--- src/rtl/voice_allocator_pkg.sv ---
// Shared types and constants for the voice allocator: widths, event record,
// FSM encoding and the saturating age helper.
package voice_allocator_pkg;
   localparam int N_OSCILLATORS = 4;
   localparam int FIXED_POINT   = 16;
   localparam int FREQ_W        = 32;
   localparam int NOTE_W        = 7;
   localparam int AGE_W         = 8;

   localparam logic [AGE_W-1:0] VOICE_AGE_MAX = '1;

   typedef struct packed {
      logic              on;
      logic [NOTE_W-1:0] note;
      logic [FREQ_W-1:0] freq;
   } voice_evt_t;

   typedef enum logic [1:0] {ST_IDLE, ST_SCAN, ST_APPLY} va_state_t;

   function automatic logic [AGE_W-1:0] age_inc(input logic [AGE_W-1:0] a);
      return (a == VOICE_AGE_MAX) ? a : a + 1'b1;
   endfunction
endpackage

--- src/rtl/voice_allocator_if.sv ---
// Note event handshake between the protocol decoder (master) and the allocator (slave).
interface voice_allocator_if;
   import voice_allocator_pkg::*;

   logic              evt_valid;
   logic              evt_ready;
   logic              evt_on;
   logic [NOTE_W-1:0] evt_note;
   logic [FREQ_W-1:0] evt_freq;

   modport master (output evt_valid, evt_on, evt_note, evt_freq, input evt_ready);
   modport slave  (input evt_valid, evt_on, evt_note, evt_freq, output evt_ready);
endinterface

--- src/rtl/voice_allocator_scan_unit.sv ---
// Walks the voices one per cycle, remembering the first matching note, the first
// free voice and the oldest voice (ties keep the lowest index).
module voice_allocator_scan_unit
   import voice_allocator_pkg::*;
#(
   parameter int IDX_W = 2
) (
   input  logic             clk,
   input  logic             rstn,
   input  logic             i_clear,
   input  logic             i_step,
   input  logic [IDX_W-1:0] i_idx,
   input  logic             i_cur_enabled,
   input  logic             i_cur_match,
   input  logic [AGE_W-1:0] i_cur_age,
   output logic             o_match_vld,
   output logic [IDX_W-1:0] o_match_idx,
   output logic             o_free_vld,
   output logic [IDX_W-1:0] o_free_idx,
   output logic [IDX_W-1:0] o_oldest_idx
);
   logic             r_match_vld, r_free_vld;
   logic [IDX_W-1:0] r_match_idx, r_free_idx, r_oldest_idx;
   logic [AGE_W-1:0] r_oldest_age;

   // Oldest starts at idx 0 / age 0; only a strictly greater age moves it.
   always_ff @(posedge clk or negedge rstn) begin
      if (!rstn) begin
         r_match_vld  <= 1'b0;
         r_match_idx  <= '0;
         r_free_vld   <= 1'b0;
         r_free_idx   <= '0;
         r_oldest_idx <= '0;
         r_oldest_age <= '0;
      end else if (i_clear) begin
         r_match_vld  <= 1'b0;
         r_match_idx  <= '0;
         r_free_vld   <= 1'b0;
         r_free_idx   <= '0;
         r_oldest_idx <= '0;
         r_oldest_age <= '0;
      end else if (i_step) begin
         if (i_cur_match && !r_match_vld) begin
            r_match_vld <= 1'b1;
            r_match_idx <= i_idx;
         end
         if (!i_cur_enabled && !r_free_vld) begin
            r_free_vld <= 1'b1;
            r_free_idx <= i_idx;
         end
         if (i_cur_age > r_oldest_age) begin
            r_oldest_age <= i_cur_age;
            r_oldest_idx <= i_idx;
         end
      end
   end

   assign o_match_vld  = r_match_vld;
   assign o_match_idx  = r_match_idx;
   assign o_free_vld   = r_free_vld;
   assign o_free_idx   = r_free_idx;
   assign o_oldest_idx = r_oldest_idx;
endmodule

--- src/rtl/voice_allocator.sv ---
// Assigns note-on/off events to oscillator voices (retrigger, first free, or steal
// the oldest) and drives per-voice enable, envelope reset, freq, note and count.
module voice_allocator
   import voice_allocator_pkg::*;
#(
   parameter int N_VOICES = N_OSCILLATORS
) (
   input  logic                             clk,
   input  logic                             rstn,
   voice_allocator_if.slave                 evt,
   input  logic                             i_all_off,
   output logic [N_VOICES-1:0]              o_voice_enable,
   output logic [N_VOICES-1:0]              o_voice_reset,
   output logic [N_VOICES-1:0][FREQ_W-1:0]  o_voice_freq,
   output logic [N_VOICES-1:0][NOTE_W-1:0]  o_voice_note,
   output logic signed [31:0]               o_num_enabled
);
   localparam int IDX_W = (N_VOICES > 1) ? $clog2(N_VOICES) : 1;

   va_state_t                        r_state, w_next;
   logic [IDX_W-1:0]                 r_idx;
   voice_evt_t                       r_evt;
   logic [N_VOICES-1:0]              r_enable, r_reset;
   logic [N_VOICES-1:0][FREQ_W-1:0]  r_freq;
   logic [N_VOICES-1:0][NOTE_W-1:0]  r_note;
   logic [N_VOICES-1:0][AGE_W-1:0]   r_age;
   logic signed [31:0]               r_num;

   logic             w_accept, w_scan_last, w_scan_en, w_apply;
   logic             w_match_vld, w_free_vld;
   logic [IDX_W-1:0] w_match_idx, w_free_idx, w_oldest_idx, w_target;
   logic [31:0]      w_pop;

   // Panic wins over a same-cycle handshake.
   assign w_accept    = evt.evt_valid && evt.evt_ready && !i_all_off;
   assign w_scan_last = (r_idx == IDX_W'(N_VOICES - 1));

   always_ff @(posedge clk or negedge rstn) begin
      if (!rstn)          r_state <= ST_IDLE;
      else if (i_all_off) r_state <= ST_IDLE;
      else                r_state <= w_next;
   end

   always_comb begin
      w_next = r_state;
      case (r_state)
         ST_IDLE:  if (w_accept) w_next = ST_SCAN;
         ST_SCAN:  if (w_scan_last) w_next = ST_APPLY;
         ST_APPLY: w_next = ST_IDLE;
         default:  w_next = ST_IDLE;
      endcase
   end

   always_comb begin
      evt.evt_ready = (r_state == ST_IDLE);
      w_scan_en     = (r_state == ST_SCAN);
      w_apply       = (r_state == ST_APPLY) && !i_all_off;
   end

   always_ff @(posedge clk or negedge rstn) begin
      if (!rstn) begin
         r_evt <= '0;
         r_idx <= '0;
      end else if (w_accept) begin
         r_evt <= '{on: evt.evt_on, note: evt.evt_note, freq: evt.evt_freq};
         r_idx <= '0;
      end else if (w_scan_en && !w_scan_last) begin
         r_idx <= r_idx + 1'b1;
      end
   end

   voice_allocator_scan_unit #(.IDX_W(IDX_W)) u_scan (
      .clk          (clk),
      .rstn         (rstn),
      .i_clear      (w_accept),
      .i_step       (w_scan_en),
      .i_idx        (r_idx),
      .i_cur_enabled(r_enable[r_idx]),
      .i_cur_match  (r_enable[r_idx] && (r_note[r_idx] == r_evt.note)),
      .i_cur_age    (r_age[r_idx]),
      .o_match_vld  (w_match_vld),
      .o_match_idx  (w_match_idx),
      .o_free_vld   (w_free_vld),
      .o_free_idx   (w_free_idx),
      .o_oldest_idx (w_oldest_idx)
   );

   assign w_target = w_match_vld ? w_match_idx : (w_free_vld ? w_free_idx : w_oldest_idx);

   // Reset pulse is only ever set alongside enable, so the oscillator never sees it alone.
   always_ff @(posedge clk or negedge rstn) begin
      if (!rstn) begin
         r_enable <= '0;
         r_reset  <= '0;
         r_freq   <= '0;
         r_note   <= '0;
         r_age    <= '0;
      end else if (i_all_off) begin
         r_enable <= '0;
         r_reset  <= '0;
         r_age    <= '0;
      end else begin
         r_reset <= '0;
         if (w_apply) begin
            if (r_evt.on) begin
               for (int i = 0; i < N_VOICES; i++) begin
                  if (IDX_W'(i) == w_target) begin
                     r_enable[i] <= 1'b1;
                     r_reset[i]  <= 1'b1;
                     r_freq[i]   <= r_evt.freq;
                     r_note[i]   <= r_evt.note;
                     r_age[i]    <= '0;
                  end else if (r_enable[i]) begin
                     r_age[i] <= age_inc(r_age[i]);
                  end
               end
            end else if (w_match_vld) begin
               r_enable[w_match_idx] <= 1'b0;
            end
         end
      end
   end

   always_comb begin
      w_pop = '0;
      for (int i = 0; i < N_VOICES; i++) w_pop = w_pop + 32'(r_enable[i]);
   end

   always_ff @(posedge clk or negedge rstn) begin
      if (!rstn) r_num <= '0;
      else       r_num <= signed'(w_pop);
   end

   assign o_voice_enable = r_enable;
   assign o_voice_reset  = r_reset;
   assign o_voice_freq   = r_freq;
   assign o_voice_note   = r_note;
   assign o_num_enabled  = r_num;
endmodule

--- src/flat_wrapper.sv ---
// flat-port wrapper written by rule: the top's interface ports become plain ports
module voice_allocator_flat import voice_allocator_pkg::*;
#(
   parameter int N_VOICES = N_OSCILLATORS
)
  (clk, rstn, i_all_off, o_voice_enable, o_voice_reset, o_voice_freq, o_voice_note, o_num_enabled, evt_evt_valid, evt_evt_on, evt_evt_note, evt_evt_freq, evt_evt_ready);
  voice_allocator_if evt_i ();
  input  logic clk;
  input  logic rstn;
  input  logic i_all_off;
  output logic [N_VOICES-1:0] o_voice_enable;
  output logic [N_VOICES-1:0] o_voice_reset;
  output logic [N_VOICES-1:0][FREQ_W-1:0] o_voice_freq;
  output logic [N_VOICES-1:0][NOTE_W-1:0] o_voice_note;
  output logic signed [31:0] o_num_enabled;
  input wire logic [$bits(evt_i.evt_valid)-1:0] evt_evt_valid;
  input wire logic [$bits(evt_i.evt_on)-1:0] evt_evt_on;
  input wire logic [$bits(evt_i.evt_note)-1:0] evt_evt_note;
  input wire logic [$bits(evt_i.evt_freq)-1:0] evt_evt_freq;
  output wire logic [$bits(evt_i.evt_ready)-1:0] evt_evt_ready;
  assign evt_i.evt_valid = evt_evt_valid;
  assign evt_i.evt_on = evt_evt_on;
  assign evt_i.evt_note = evt_evt_note;
  assign evt_i.evt_freq = evt_evt_freq;
  assign evt_evt_ready = evt_i.evt_ready;
  voice_allocator #(.N_VOICES(N_VOICES)) u_core (.clk(clk), .rstn(rstn), .evt(evt_i), .i_all_off(i_all_off), .o_voice_enable(o_voice_enable), .o_voice_reset(o_voice_reset), .o_voice_freq(o_voice_freq), .o_voice_note(o_voice_note), .o_num_enabled(o_num_enabled));
endmodule
--- config.mk ---
export PLATFORM = sky130hd
export DESIGN_NAME = voice_allocator_flat
export DESIGN_NICKNAME = d
export VERILOG_FILES = /design/src/rtl/voice_allocator_pkg.sv /design/src/rtl/voice_allocator_if.sv /design/src/rtl/voice_allocator_scan_unit.sv /design/src/rtl/voice_allocator.sv /design/src/flat_wrapper.sv
export SDC_FILE = /design/constraint.sdc
export NUM_CORES = 1
export LEC_CHECK = 0
export CORE_MARGIN = 1.5
export CORE_UTILIZATION = 46
export DETAILED_ROUTE_END_ITERATION = 8
export GPL_ROUTABILITY_DRIVEN = 0
export PLACE_DENSITY = 0.86
export SLEW_MARGIN = 20
export SYNTH_ARGS = -nofsm -noshare
export SYNTH_HDL_FRONTEND = slang
export SYNTH_SLANG_ARGS = --single-unit
--- constraint.sdc ---
create_clock -name clk -period 3 [get_ports clk]
set_clock_uncertainty 0.2 [all_clocks]
set_input_delay 0.6 -clock clk [delete_from_list [all_inputs] [get_ports clk]]
set_output_delay 0.6 -clock clk [all_outputs]
set_load 0.01 [all_outputs]
==> run summary <==
CTS Buf Count - 27
Sequential area share after synthesis - 56.7%
Layout Nets - 1199
Initial DRC Count - 562
R2R depth - 8
Clk buf depth - 3
Post-Synth XOR/XNOR Area - 2.15%
Slowest cell on crit path - mux4_2
Initial Utilization - 47.0%
Worst-Margin Slew - 0.622 ns
Chip Height - 161 µm
Drt pass-1 iters - 5
Placed cell count - 1428
Top_reg_cell synth - dfrtp_1
Vias per inst - 5.30
Yosys reg bits - 259
Critical Path Max Stage Delay - 0.52 ns
Worst-Skew Late Latency - 0.53 ns
Critical-path cell list - buf_12 -> mux4_2 -> ha_1 -> nand4_1 -> o21bai_1 -> a211oi_4 -> buf_4 -> mux2_2
Clock slew at reported path FFs - 0.06 ns
Wire length per cell - 18.7 µm
Clk pwr share - 34.8%
Syn_area_per_cell - 12.6 µm²
Buf/Inv on CP - 2
Simple-Gate Fraction of Synth Area - 10.0%
CTS tree - built
Max-Cap Viols - 0
Worst Path Max Fanout - 9
Via count - 7852
Fmax - 0.353 GHz
Hold path cells - 1
Flop pwr share - 46.1%
Routed Antenna Nets - 0
Mapped Area - 11400 µm²
Ant diodes - 0
HP Class - reg2reg
Vias in the first global route - 7961
Leading cell type in the layout, fill and taps excluded - dfrtp_1
Yosys warns - 0
Initial antenna violation count - 0
CP Data Arrival Time - 3.05 ns
Core area - 24300 µm²
Final Setup Violations - 0
Sink Count - 259
Post-synth EDFFs - 0
Comb power frac - 19.1%
Site Rows - 57
Net Sw Frac - 29.1%
Number of non-filler instances in the completed layout - 1482
Remaining Overflow, GRT - 0
PortBufs - 211
Power Internal - 6510 µW
Power Density - 621 nW/µm²
RSZ-0062 raised after global routing - false
Area Growth Syn to Fin - 29.3%
Crit-path leading delay family - multiplexers
Commonest non-fill, non-tap cells in the layout - dfrtp_1 (259), clkdlybuf4s50_1 (210), mux2_2 (158)
CP required - 3.22 ns
Post-Place Worst Slack - -0.117 ns
Post-synthesis compound-gate area fraction - 3.99%
Ys async rst share - 100%
Mux cell area share after synthesis - 20.3%
Worst setup EP type - flop
Syn Inst Count - 907
PnR worst setup slack - 0.164 ns
H-tree Lvls - 1
Switching power total - 2670 µW
Slew Limit Fails - 0
Final hold violation count - 0
Ports - 241
Yosys cell types - 59
# fillers - 1858
Critical path type - reg2reg
DIE AREA - 25800 µm²
Share of cells above drive strength 1 - 22.5%
Stages on worst setup path - 8
Hold Worst Slack - 0.298 ns
Total Routing Usage GR - 21.7%
Adder-cell share of the synthesized area - 1.82%
HPWL after DPL - 18.9 mm
WL final - 27.7 mm
First-pass GRT wire length - 44.2 mm
Status - completed
Post-route DRC - 0
Width of the die - 161 µm
Min cycle time layout - 2.84 ns
Largest family of logic cells by synthesized area - multiplexers
Period utilisation layout - 94.5%
Startpoint Class - flop
Largest net degree at the start of global routing - 69
Slew Limit Headroom - 58.3%
Static leakage - 0.00694 µW
VDD IR max - 0.000369 V
CTS root buf - clkbuf_16
## power by group through the flow
stage,Clock (µW),Sequential (µW),Combinational (µW)
floorplan,0,4170,1080
global placement,0,4270,1650
detailed placement,0,4280,1710
CTS,3240,4230,1740
global route,3380,4290,1910
finish,3190,4230,1750
## flip-flops by register name, summed over array words and instances, names as in the netlist
register and count:
u_core.u_scan.o_oldest_idx 2, u_core.u_scan.o_free_idx 2, u_core.o_voice_freq 128, u_core.u_scan.r_oldest_age 8, u_core.u_scan.o_free_vld 1, u_core.r_state 2
u_core.o_voice_enable 4, u_core.u_scan.o_match_vld 1, u_core.r_idx 2, u_core.r_evt 40, u_core.u_scan.o_match_idx 2, u_core.o_num_enabled 3
u_core.o_voice_note 28, u_core.r_age 32, u_core.o_voice_reset 4
## final cells by class
class | count | area, µm² | share of cell area (%)
Clock inverter | 7 | 70.1 | 0.474
Multi-Input combinational cell | 587 | 4490 | 30.4
Tap cell | 324 | 405 | 2.74
Clock buffer | 41 | 768 | 5.20
Inverter | 19 | 71.3 | 0.483
Sequential cell | 259 | 6480 | 43.9
Timing Repair Buffer | 245 | 2490 | 16.8
## path summary, 6_finish.rpt
check	startpoint	end	slack (ns)
min in group asynchronous	rstn	u_core.r_age[11]	0.44
max reg2reg	u_core.r_idx[0]	u_core.u_scan.r_oldest_age[7]	0.16
max	u_core.r_idx[0]	u_core.u_scan.r_oldest_age[7]	0.16
min	u_core.o_voice_freq[60]	u_core.o_voice_freq[60]	0.30
min reg2reg	u_core.o_voice_freq[60]	u_core.o_voice_freq[60]	0.30
max in group asynchronous	rstn	u_core.o_voice_note[17]	1.32
## synth_stat cells, types with 2 or more instances
master | n | area share, %
o21ai_1 | 2 | 0.088
and3_1 | 7 | 0.38
nand2_1 | 148 | 4.9
mux2_1 | 6 | 0.59
inv_1 | 19 | 0.62
o21ai_0 | 18 | 0.79
buf_6 | 13 | 1.3
nand2b_1 | 3 | 0.16
o21a_1 | 4 | 0.26
mux2i_1 | 16 | 1.4
a2bb2oi_1 | 2 | 0.15
mux2_2 | 158 | 16
mux4_2 | 12 | 2.4
buf_1 | 3 | 0.099
ha_1 | 15 | 1.6
o22ai_1 | 3 | 0.16
nor2_1 | 53 | 1.7
a21o_1 | 3 | 0.20
nor2_4 | 2 | 0.20
clkbuf_1 | 13 | 0.43
and2_1 | 2 | 0.11
buf_2 | 5 | 0.22
or2_2 | 2 | 0.11
xor2_1 | 14 | 1.1
nand4_1 | 11 | 0.60
nand3_1 | 13 | 0.57
a21oi_1 | 14 | 0.61
xnor2_1 | 14 | 1.1
nor4_4 | 3 | 0.56
nor3_1 | 5 | 0.22
o31ai_1 | 3 | 0.20
buf_4 | 36 | 2.4
dfrtp_1 | 259 | 57
## routing by layer
metal  vias to the layer above  share of wire, %  track usage, %
met5                         -                 0               0
met4                         0               3.0            7.09
met3                        52               6.1            3.05
met1                      3958                43            29.4
li1                       3530                 -               -
met2                       312                48            36.3
## stage by stage
stage               setup TNS [ns]  power [µW]  util [%]  instance area (µm²)
floorplan                        0        5260         -                11500
global placement            -0.345        5920      57.1                13900
detailed placement          -0.737        6000      57.1                13900
CTS                              0        9210      60.7                14800
global route                     0        9570      60.7                14800
finish                           0        9170      60.7                14800
## what timing repair did
action                                  in CTS  in global routing
endpoints found under the setup margin       7                 10
endpoints found under the hold margin       63                  0
cloned                                       0                  0
hold buffers                                 1                  0
pin swaps                                    1                  0
gates resized for setup                      0                  1
buffers inserted                             3                  2
## cells by family (layout without fill, tap and decap cells)
logic type,count (synthesis),count (layout)
simple gates,255,255
flops,259,259
buf+inv,89,312
compound gates,65,65
fa+ha+maj,16,16
mux,194,194
other cells,1,29
xor+xnor,28,28
Power figures use the tool's default switching activity.
